## config.mk

```make
export PLATFORM = sky130hd
export DESIGN_NAME = spart_tx_fifo
export DESIGN_NICKNAME = d
export VERILOG_FILES = /design/src/rtl/spart_tx_fifo.sv
export SDC_FILE = /design/constraint.sdc
export NUM_CORES = 1
export LEC_CHECK = 0
export CAP_MARGIN = 5
export CORE_MARGIN = 2
export CORE_UTILIZATION = 40
export DETAILED_ROUTE_END_ITERATION = 8
export GPL_TIMING_DRIVEN = 0
export MAX_ROUTING_LAYER = met4
export PLACE_DENSITY = 0.55
export SYNTH_ARGS = -nofsm -noshare
export SYNTH_HDL_FRONTEND = slang
export SYNTH_SLANG_ARGS = --single-unit
export TNS_END_PERCENT = 100
```

## constraint.sdc

```tcl
create_clock -name clk -period 2.9 [get_ports clk]
set_input_delay 0.58 -clock clk [delete_from_list [all_inputs] [get_ports clk]]
set_output_delay 0.58 -clock clk [all_outputs]
set_load 0.005 [all_outputs]
```

## src/rtl/spart_tx_fifo.sv

```systemverilog
// SPART transmitter with a FIFO_DEPTH-entry transmit queue and back-to-back framing.
// Define SPART_TX_PARITY_EN to insert a parity bit after the data bits.
module spart_tx_fifo #(
  parameter int DATA_W     = 8,
  parameter int OVERSAMPLE = 16,
  parameter int STOP_BITS  = 1,
  parameter int FIFO_DEPTH = 4
) (
  input  logic                          clk,
  input  logic                          rst_n,
  input  logic                          enable,
  input  logic                          tx_write,
  input  logic [DATA_W-1:0]             tx_data,
  input  logic                          parity_odd,
  output logic                          TBR,
  output logic                          tx_busy,
  output logic [$clog2(FIFO_DEPTH):0]   fifo_count,
  output logic                          tx_overflow,
  output logic                          TX
);

`ifdef SPART_TX_PARITY_EN
  localparam int PAR_BITS = 1;
`else
  localparam int PAR_BITS = 0;
`endif
  localparam int FRAME_BITS = 1 + DATA_W + PAR_BITS + STOP_BITS;
  localparam int SHIFT_W    = FRAME_BITS - 1;
  localparam int PTR_W      = $clog2(FIFO_DEPTH);
  localparam int CNT_W      = PTR_W + 1;
  localparam int TICK_W     = $clog2(OVERSAMPLE);
  localparam int BIT_W      = $clog2(FRAME_BITS);

  localparam logic [TICK_W-1:0] TICK_LAST  = TICK_W'(OVERSAMPLE - 1);
  localparam logic [BIT_W-1:0]  BIT_LAST   = BIT_W'(FRAME_BITS - 1);
  localparam logic [CNT_W-1:0]  COUNT_FULL = CNT_W'(FIFO_DEPTH);

  typedef enum logic [1:0] {
    S_IDLE,
    S_ALIGN,
    S_SHIFT
  } state_t;

  // ---------------------------------------------------------------------------
  // Transmit queue
  // ---------------------------------------------------------------------------
  logic [DATA_W-1:0] mem [FIFO_DEPTH];
  logic [PTR_W-1:0]  wr_ptr;
  logic [PTR_W-1:0]  rd_ptr;
  logic [CNT_W-1:0]  count_q;
  logic              ovf_q;
  logic              full;
  logic              push;
  logic              pop;
  logic [DATA_W-1:0] head;

  assign full = (count_q == COUNT_FULL);
  assign push = tx_write && !full;
  assign head = mem[rd_ptr];

  // NOTE: storage needs no reset; the pointers and count define what is valid,
  // so clearing them flushes the queue without widening the reset net.
  always_ff @(posedge clk) begin
    if (push) begin
      mem[wr_ptr] <= tx_data;
    end
  end

  // NOTE: all state uses non-blocking assignments so every register samples
  // pre-edge values regardless of statement order.
  always_ff @(posedge clk or negedge rst_n) begin
    if (!rst_n) begin
      wr_ptr  <= '0;
      rd_ptr  <= '0;
      count_q <= '0;
      ovf_q   <= 1'b0;
    end else begin
      if (push) begin
        wr_ptr <= wr_ptr + 1'b1;
      end
      if (pop) begin
        rd_ptr <= rd_ptr + 1'b1;
      end
      case ({push, pop})
        2'b10:   count_q <= count_q + 1'b1;
        2'b01:   count_q <= count_q - 1'b1;
        default: count_q <= count_q;
      endcase
      // A pop in the same cycle does not rescue a write that saw a full queue.
      ovf_q <= tx_write && full;
    end
  end

  // ---------------------------------------------------------------------------
  // Frame image: everything after the start bit, LSB goes out first
  // ---------------------------------------------------------------------------
  logic [SHIFT_W-1:0] frame_load;

`ifdef SPART_TX_PARITY_EN
  assign frame_load = {{STOP_BITS{1'b1}}, (^head) ^ parity_odd, head};
`else
  logic unused_parity_odd;
  assign unused_parity_odd = parity_odd;
  assign frame_load        = {{STOP_BITS{1'b1}}, head};
`endif

  // ---------------------------------------------------------------------------
  // Serialiser FSM
  // ---------------------------------------------------------------------------
  state_t             state_q, state_d;
  logic [TICK_W-1:0]  tick_q,  tick_d;
  logic [BIT_W-1:0]   bit_q,   bit_d;
  logic [SHIFT_W-1:0] shift_q, shift_d;
  logic               tx_q,    tx_d;

  always_ff @(posedge clk or negedge rst_n) begin
    if (!rst_n) begin
      state_q <= S_IDLE;
    end else begin
      state_q <= state_d;
    end
  end

  always_ff @(posedge clk or negedge rst_n) begin
    if (!rst_n) begin
      tick_q  <= '0;
      bit_q   <= '0;
      shift_q <= '1;
      tx_q    <= 1'b1;
    end else begin
      tick_q  <= tick_d;
      bit_q   <= bit_d;
      shift_q <= shift_d;
      tx_q    <= tx_d;
    end
  end

  // NOTE: every signal written here gets a default first, so no path can
  // leave one unassigned and infer a latch.
  always_comb begin
    state_d = state_q;
    tick_d  = tick_q;
    bit_d   = bit_q;
    shift_d = shift_q;
    tx_d    = tx_q;
    pop     = 1'b0;

    case (state_q)
      S_IDLE: begin
        if (count_q != '0) begin
          pop     = 1'b1;
          shift_d = frame_load;
          tick_d  = '0;
          bit_d   = '0;
          state_d = S_ALIGN;
        end
      end

      // The start bit is launched on a tick so it lasts a full bit period.
      S_ALIGN: begin
        if (enable) begin
          tx_d    = 1'b0;
          state_d = S_SHIFT;
        end
      end

      S_SHIFT: begin
        if (enable) begin
          if (tick_q != TICK_LAST) begin
            tick_d = tick_q + 1'b1;
          end else begin
            tick_d = '0;
            if (bit_q != BIT_LAST) begin
              tx_d    = shift_q[0];
              shift_d = {1'b1, shift_q[SHIFT_W-1:1]};
              bit_d   = bit_q + 1'b1;
            end else if (count_q != '0) begin
              // Last stop bit done with work queued: next start bit right away.
              pop     = 1'b1;
              shift_d = frame_load;
              bit_d   = '0;
              tx_d    = 1'b0;
            end else begin
              tx_d    = 1'b1;
              state_d = S_IDLE;
            end
          end
        end
      end

      default: begin
        state_d = S_IDLE;
      end
    endcase
  end

  assign TBR         = !full;
  assign tx_busy     = (state_q != S_IDLE) || (count_q != '0);
  assign fifo_count  = count_q;
  assign tx_overflow = ovf_q;
  assign TX          = tx_q;

endmodule

```

== Yosys cells after proc, flatten, opt, wreduce, memory -nomap -nowiden ==
Memory sizes are Yosys's and may differ from the RTL's.
Cells that the tools add are included.

* Memory bits (writable): 32
* Memories kept: 1
* Input bits: 13
* Output and inout bits: 7
* Register bits after elaboration: 28
* Word-level logic and storage cells: 78

* $add $sub $neg: 6
* Multiplexer cells: 35
* Reduce and logical (&&, ||, !) cells: 14
* Equal/unequal tests: 13

{| class="wikitable"
|+ Memories
! memory !! words !! bits a word !! read ports !! clocked after memory_dff !! wr ports !! RTL line !! text
|-
| mem || 4 || 8 || 1 || 0 || 1 || 47 || <nowiki>logic [DATA_W-1:0] mem [FIFO_DEPTH];</nowiki>
|}

{| class="wikitable"
|+ Operator list
! kind !! number
|-
| $mux 9 || 4
|-
| $mux 4 || 7
|-
| $pmux 9 s2 || 1
|-
| $pmux 4 s2 || 2
|-
| $mux 2 || 6
|-
| $ne 2x2->1 const B || 6
|-
| $mux 1 || 11
|-
| $add 4x1->4 const B || 2
|-
| $ne 4x4->1 const B || 2
|-
| $reduce_bool 2->1 || 4
|-
| $pmux 2 s3 || 1
|-
| $pmux 3 s2 || 1
|-
| $reduce_and 3->1 || 2
|-
| $reduce_and 6->1 || 1
|-
| $add 2x1->2 const B || 2
|-
| $eq 2x1->1 const B || 2
|-
| $eq 2x2->1 const B || 2
|-
| $pmux 1 s2 || 2
|-
| $reduce_and 4->1 || 1
|-
| $add 3x1->3 const B || 1
|-
| $eq 3x3->1 const B || 1
|-
| $reduce_bool 3->1 || 1
|-
| $sub 3x1->3 const B || 1
|-
| $logic_and 1x1->1 || 2
|-
| other kinds (3) || 3
|}

== Depth between registers and ports, before layout ==
Gate-level depths: netlist (run 1).

* Depth after elaboration: 8
* Depth in mapped cells: 11
* Mapped depth without buffers: 11

== Least setup slack after synthesis (run 1) ==
Ideal clock, no wire load.

* Path type: flip-flop to flip-flop
* Start: reg tick_q[0]
* End: reg count_q[2] (netlist: fifo_count[2])
* Clock period less this slack: 2195 ps
* Setup time: 79 ps
* Data required time: 2821 ps
* Buffers on the path: 1
* Cell stages (with the launch flop): 12
* Path slack: 705 ps
* Arrival: 2116 ps
* Cell sequence: dfrtp_1 -> ha_1 -> and4_1 -> buf_6 -> a21boi_4 -> nor2_4 -> ha_1 -> inv_1 -> fa_1 -> xor2_1 -> nor2_1 -> xor2_1

* Longest elaborated chain between the ends: 6
* Elaborated cells on any way between the ends: 8
* Classes of those cells: 3 x eq/ne; 4 x mux; 1 x reduce/logical

{| class="wikitable"
|+ RTL lines
! item !! RTL line !! text
|-
| start, declared || 111 || <nowiki>logic [TICK_W-1:0] tick_q, tick_d;</nowiki>
|-
| start signal, assigned || 131 || <nowiki>tick_q <= tick_d;</nowiki>
|-
| $ne 4x4->1 * || 169 || <nowiki>if (tick_q != TICK_LAST) begin</nowiki>
|-
| $mux 1 * || 169 ||
|-
| $mux 1 * || 168 || <nowiki>if (enable) begin</nowiki>
|-
| $pmux 1 s2 * || 148 || <nowiki>case (state_q)</nowiki>
|-
| net pop || 54 || <nowiki>logic pop;</nowiki>
|-
| $eq 2x1->1 / $eq 2x2->1 (equally long branches) || 84 || <nowiki>case ({push, pop})</nowiki>
|-
| $pmux 3 s2 / $reduce_bool 2->1 (equally long branches) || n/a ||
|-
| end signal, assigned || 85 || <nowiki>2'b10: count_q <= count_q + 1'b1;</nowiki>
|-
| end signal, assigned || 86 || <nowiki>2'b01: count_q <= count_q - 1'b1;</nowiki>
|-
| end signal, assigned || 87 || <nowiki>default: count_q <= count_q;</nowiki>
|-
| end, declared || 50 || <nowiki>logic [CNT_W-1:0] count_q;</nowiki>
|}

The timed path passes the listed nets; every way through them passes the cells marked *.
A chain may end at the register's enable or synchronous reset.

== Worst setup path in the final report (run 1) ==
* Start: in enable
* End: reg count_q[2] (netlist: fifo_count[2])

* Longest elaborated chain between the ends: 4
* Elaborated cells on any way between the ends: 6
* Classes of those cells: 2 x eq/ne; 3 x mux; 1 x reduce/logical

{| class="wikitable"
|+ RTL lines
! item !! RTL line !! text
|-
| start, declared || 11 || <nowiki>input logic enable,</nowiki>
|-
| $mux 1 * || 168 ||
|-
| $pmux 1 s2 * || 148 ||
|-
| net pop || 54 ||
|-
| $eq 2x1->1 / $eq 2x2->1 (equally long branches) || 84 ||
|-
| $pmux 3 s2 / $reduce_bool 2->1 (equally long branches) || n/a ||
|}

Marked as above.

==> flow_summary_export.csv, run 1 <==
group,metric,value,unit
yosys,synth_compound_area_frac,0.101,
drt,initialDrtViolationCount,85,
final_layout,diodes,0,
pwr,total_power,3.15,mW
yosys,synthTopCellsByArea,"edfxtp_1, dfrtp_1, dfstp_2, mux4_2, ha_1",
sta,max_slew_margin,0.578,
sta,maxSlewViolCount,0,
critical_path,startpoint,"enable",
cts,cts_buffers,9,
cts,cts_setup_buffers,0,
final_layout,area_delta_synth_final,17.1,%
yosys,synthSimpleGateAreaFrac,0.103,
global_routing,grt_antenna_before_repair,0,
sta,period_minus_slack,2.68,ns
floorplan,fp.dieW,86.2,um
critical_path,cp.depth,11,
drt,wl,5250,um
drt,routedWlPerCell,17.4,um
global_routing,grt_max_degree,29,
cts,cts-root-buf,"clkbuf_8",
critical_path,worstPathCellList,"clkdlybuf4s50_1 -> and4_1 -> buf_6 -> a21boi_4 -> nor2_4 -> ha_1 -> inv_1 -> fa_1 -> xor2_1 -> nor2_1 -> xor2_1",
yosys,synthMuxAreaShare,0.0824,
sta,rsz0062_at_grt,"no",
global_routing,grt_pass1_wl,8770,um
final_layout,final_util,0.490,
drt,drcViolationCount,0,
placed_design,io_buffers,18,
critical_path,crit_path_start_kind,"primary input",
cts,clkTransAtPathRegs,0.07,ns
yosys,ys_warn_count,0,
critical_path,rr_startpoint,"tick_q[0]$_DFFE_PN0P_",
placed_design,dpl.hpwl,3570,um
yosys,synth_common_cells,"edfxtp_1, dfrtp_1, a21oi_1, nor2_1",
flow_run,drv_cap,0,
yosys,synth_fa_ha_area_frac,0.0445,
global_routing,grt_pass1_vias,1719,
run_status,status,"complete, no violations",
final_layout,drive_gt1_frac,0.223,
sta,setup_slack,0.223,ns
floorplan,io_pins,20,
critical_path,slowest_stage,"clkdlybuf4s50_1",
yosys,synthFlopType,"edfxtp_1",
yosys,synth_top_area_share,0.356,
sta,worst_slew_pin_slew,0.634,ns
sta,min_period_over_period,0.923,
global_routing,grtUsageTotal,0.164,
cts,post_cts_resized,0,
placed_design,globalplace.congestion,0.791,
yosys,synth_top_area_cell,"edfxtp_1",
yosys,synth_top_family_by_area,"simple AND/OR/NAND/NOR gates",
final_layout,layout.nets,241,
critical_path,arrival,2.94,ns
placed_design,dp_worst_setup_slack,-0.129,ns
critical_path,reg2reg_setup_slack,0.44,ns
drt,drtPass1Iterations,4,
min_path,hold_path_class,"primary input to async pin",
cts,clk_latency,0.35,ns
critical_path,cp_slowest_stage_delay,0.63,ns
pwr,ir_drop,445,uV
floorplan,core_area,6460,um2
yosys,synth-edff-count,32,
critical_path,path_buf_inv,3,
cts,cts.sinks,60,
final_layout,seq_area,1670,um2
sta,fmax,374,MHz
cts,holdBufCountCts,0,
drt,drt-vias-per-instance,5.52,
yosys,synth_xor_area_frac,0.0195,
yosys,syn-cell-area,2700,um2
floorplan,fp-row-count,29,
sta,finalClockSkew,0.00601,ns
cts,htreeDepth,3,
floorplan,start_util,0.418,
yosys,async_reset_ff_frac,0.467,
yosys,synth_cell_types,49,
cts,clk_path_buf_depth,2,
final_layout,nFillCells,566,
critical_path,crit_path_end_kind,"flip-flop",
pwr,p_per_area,994,nW/um2
drt,dr_total_vias,1661,
yosys,ys_seq_elements,60,
floorplan,dieArea,7430,um2
yosys,yosysSeqAreaShare,0.620,
critical_path,path_delay_family,"buffers and inverters",
global_routing,overflow,0,
pwr,p_leak,1.20,nW
final_layout,multiInputGateArea,945,um2
critical_path,cpMostUsedCell,"xor2_1",
yosys,yosys.cell_count.top_type,"edfxtp_1",
yosys,synth_area_per_cell,14.2,um2
cts,cts_tree,"done",
floorplan,die_h,86.2,um
sta,hold_viol,0,
drt,route.antenna.remaining_nets,0,
yosys,netlist_instances,190,
critical_path,crit_path_max_fanout,10,
critical_path,reg2regPathDepth,11,
critical_path,required,3.17,ns
critical_path,path_class,"primary input to flip-flop",
sta,setup_viol,0,
yosys,synth.net_count,212,
## state kept, by name (all words and copies together) (netlist names), 2 cells and up
| signal | flops |
|---|---|
| mem | 32 |
| wr_ptr | 2 |
| bit_q | 4 |
| tick_q | 4 |
| rd_ptr | 2 |
| fifo_count | 3 |
| state_q | 2 |
| shift_q | 9 |
## power breakdown
part	internal, mW	leakage (nW)	switching (mW)
logic	0.498	0.480	0.588
clock network	0.391	0.0926	0.348
registers	1.18	0.629	0.139
## final timing paths
kind,to
setup / recovery,fifo_count[2]$_DFFE_PN0P_
hold / removal,bit_q[0]$_DFFE_PN0P_
setup reg to reg,fifo_count[2]$_DFFE_PN0P_
hold reg to reg,shift_q[8]$_DFFE_PN1P_
max in group asynchronous,wr_ptr[0]$_DFFE_PN0P_
min in group clk,shift_q[8]$_DFFE_PN1P_
## final cells by class
cell class,instances,share of cell area
Multi-Input combinational cell,114,0.299
Timing Repair Buffer,18,0.0554
Clock buffer,9,0.0391
Buffer,6,0.0142
Clock inverter,7,0.0214
Tap cell,77,0.0304
Inverter,10,0.0119
Sequential cell,60,0.529
## logic make-up after synthesis
family | count (synthesis)
compound gates | 40
buf+inv | 16
xor+xnor | 6
simple gates | 47
flops | 60
fa+ha+maj | 9
mux | 12
## layer usage
layer,part of all wire,wire length [um],track usage
met1,0.43,2270,0.198
met2,0.51,2650,0.255
met3,0.035,181,0.0400
met4,0.027,142,0.0881
met5,0,0,-
## stage by stage
| stage | std cells | setup TNS [ns] | instance area (um2) | hold WS [ns] |
|---|---|---|---|---|
| finish | 301 | 0 | 3160 | 0.249 |
| CTS | 301 | 0 | 3170 | 0.524 |
| floorplan | 190 | 0 | 2700 | 0.284 |
| global placement | 285 | -0.0757 | 2980 | 0.492 |
| detailed placement | 285 | -0.162 | 2980 | 0.511 |
| global route | 301 | 0 | 3160 | 0.304 |
## layout by cell type (no fill, tap or decap), drive strengths merged, types with 2 or more instances in the layout
cell type      instances
a21o                   2
a21oi                 14
a31oi                  4
and3                   6
buf                    5
clkbuf                11
clkdlybuf4s50         17
clkinv                 4
clkinvlp               2
dfrtp                 18
dfstp                 10
edfxtp                32
ha                     8
inv                   10
mux2                   2
mux2i                  2
mux4                   8
nand2                  7
nand2b                 2
nand3                  5
nand4                  2
nor2                  14
nor3                   2
o21ai                  6
o32ai                  8
or3                    2
xnor2                  2
xor2                   4
(Power assumes the default switching activity.)
==> run 2, diff against run 1 <==
Settings changed: CORE_MARGIN 2 to 5.
==> run 2 against run 1 <==
Compared with the run above: global-route usage down 2.6 points; non-clock buffer count unchanged; cell count is 1.0% higher; clock skew increased by 0.0040 ns.
==> flow_summary_export.csv, run 2 (synthesis gave the netlist of run 1 again) <==
group,metric,value,unit
run_status,status,"complete, no violations",
placed_design,place_inst,288,
pwr,total_power,3.24,mW
cts,cts_setup_buffers,0,
floorplan,start_util,0.404,
critical_path,crit_path_end_kind,"flip-flop",
critical_path,path_buf_inv,3,
sta,rsz0062_at_grt,"no",
final_layout,layout_commonest_cell,"edfxtp_1",
floorplan,die_h,92.2,um
critical_path,cp.depth,11,
drt,dr_total_vias,1652,
final_layout,top_regs,"mem x32, shift_q x9",
cts,post_cts_resized,0,
sta,min_period_over_period,0.911,
drt,route.antenna.remaining_nets,0,
global_routing,grt_pass1_wl,8650,um
floorplan,fp-row-count,30,
drt,initialDrtViolationCount,47,
final_layout,largest_reg_flops,32,
critical_path,worstPathCellList,"clkdlybuf4s50_1 -> and4_1 -> buf_6 -> a21boi_4 -> nor2_4 -> ha_1 -> inv_1 -> fa_1 -> xor2_1 -> nor2_1 -> xor2_1",
final_layout,layout.cells.most_common_list,"edfxtp_1, dfrtp_1, clkdlybuf4s50_1, nor2_1, a21oi_1",
flow_run,drv_cap,0,
floorplan,fp.dieW,92.2,um
sta,setup_viol,0,
cts,clk_path_buf_depth,2,
global_routing,grt_max_degree,29,
critical_path,cpMostUsedCell,"xor2_1",
drt,wl,5090,um
drt,drcViolationCount,0,
drt,drt-vias-per-instance,5.43,
sta,period_minus_slack,2.64,ns
placed_design,globalplace.congestion,0.813,
final_layout,area_delta_synth_final,18.5,%
final_layout,final_util,0.479,
floorplan,io_pins,20,
sta,max_slew_margin,0.574,
cts,cts_buffers,9,
critical_path,path_class,"primary input to flip-flop",
sta,hold_ws,0.251,ns
cts,cts.sinks,60,
sta,finalClockSkew,0.0100,ns
cts,holdBufCountCts,0,
global_routing,grt_pass1_vias,1760,
critical_path,startpoint,"enable",
floorplan,core_area,6680,um2
cts,cts_tree,"done",
critical_path,reg2regPathDepth,11,
critical_path,reg2reg_setup_slack,0.45,ns
final_layout,largest-register,"mem",
pwr,p_leak,1.21,nW
global_routing,grtUsageTotal,0.138,
final_layout,drive_gt1_frac,0.228,
sta,maxSlewViolCount,0,
sta,hold_viol,0,
critical_path,crit_path_max_fanout,10,
sta,fmax,378,MHz
placed_design,io_buffers,18,
critical_path,reg2reg_to,"fifo_count[2]$_DFFE_PN0P_",
global_routing,grt_antenna_before_repair,0,
pwr,p_per_area,1010,nW/um2
critical_path,arrival,2.91,ns
drt,routedWlPerCell,16.7,um
critical_path,slowest_stage,"clkdlybuf4s50_1",
critical_path,crit_path_start_kind,"primary input",
pwr,ir_drop,447,uV
critical_path,cp_slowest_stage_delay,0.62,ns
final_layout,diodes,0,
cts,htreeDepth,3,
final_layout,layout.nets,241,
final_layout,final_cells,304,
sta,finalSetupTns,0,ns
drt,drtPass1Iterations,4,
placed_design,dpl.hpwl,3540,um
cts,cts-root-buf,"clkbuf_8",
critical_path,rr_startpoint,"tick_q[0]$_DFFE_PN0P_",
critical_path,required,3.17,ns
cts,clkTransAtPathRegs,0.08,ns
critical_path,path_delay_family,"buffers and inverters",
sta,worst_slew_pin_slew,0.639,ns
min_path,hold_path_class,"primary input to async pin",
floorplan,dieArea,8500,um2
cts,clk_latency,0.34,ns
global_routing,overflow,0,
run 2: worst register-to-register path, cell delays in order, from the launching register on:
cell and delay (ns):
dfrtp_1 0.41, ha_1 0.27, and4_1 0.23, buf_6 0.12
a21boi_4 0.11, nor2_4 0.18, ha_1 0.21, inv_1 0.06
fa_1 0.37, xor2_1 0.15, nor2_1 0.11, xor2_1 0.15
run 2: per-stage QoR:
step / setup slack, ns / cell area, um2
CTS: 0.234 / 3210
detailed placement: -0.128 / 2980
floorplan: 0.705 / 2700
global placement: -0.0436 / 2980
global route: 0.129 / 3200
finish: 0.257 / 3200
run 2: worst max path at each step:
stage	end	slack, ns
2_1_floorplan	fifo_count[2]$_DFFE_PN0P_	0.70
3_3_place_gp	fifo_count[2]$_DFFE_PN0P_	-0.04
3_5_place_dp	fifo_count[2]$_DFFE_PN0P_	-0.13
4_1_cts	fifo_count[2]$_DFFE_PN0P_	0.23
5_1_grt	fifo_count[2]$_DFFE_PN0P_	0.13
6_report	fifo_count[2]$_DFFE_PN0P_	0.26
run 2: area by class of cell:
class	count	area, um2
Clock buffer	9	124
Sequential cell	60	1670
Fill cell	587	3480
Timing Repair Buffer	18	175
Multi-Input combinational cell	114	945
Inverter	10	37.5
Buffer	6	45.0
Tap cell	80	100
Clock inverter	7	100
run 2: power breakdown:
group	internal, mW	switching (mW)	leakage (nW)	total [mW]
logic	0.498	0.583	0.480	1.08
clock network	0.487	0.357	0.102	0.844
registers	1.18	0.136	0.629	1.32
total	2.17	1.08	1.21	3.24
run 2: layer usage:
layer,wire length (um),track usage
met2,2630,0.221
met5,0,-
met3,156,0.0451
met4,51,0.0557
met1,2250,0.160
==> run 3, diff against run 2 <==
Settings changed: SETUP_SLACK_MARGIN set to 0.05.
==> results of run 3 <==
No change in the layout: final DEF, timing and power equal those of run 2.
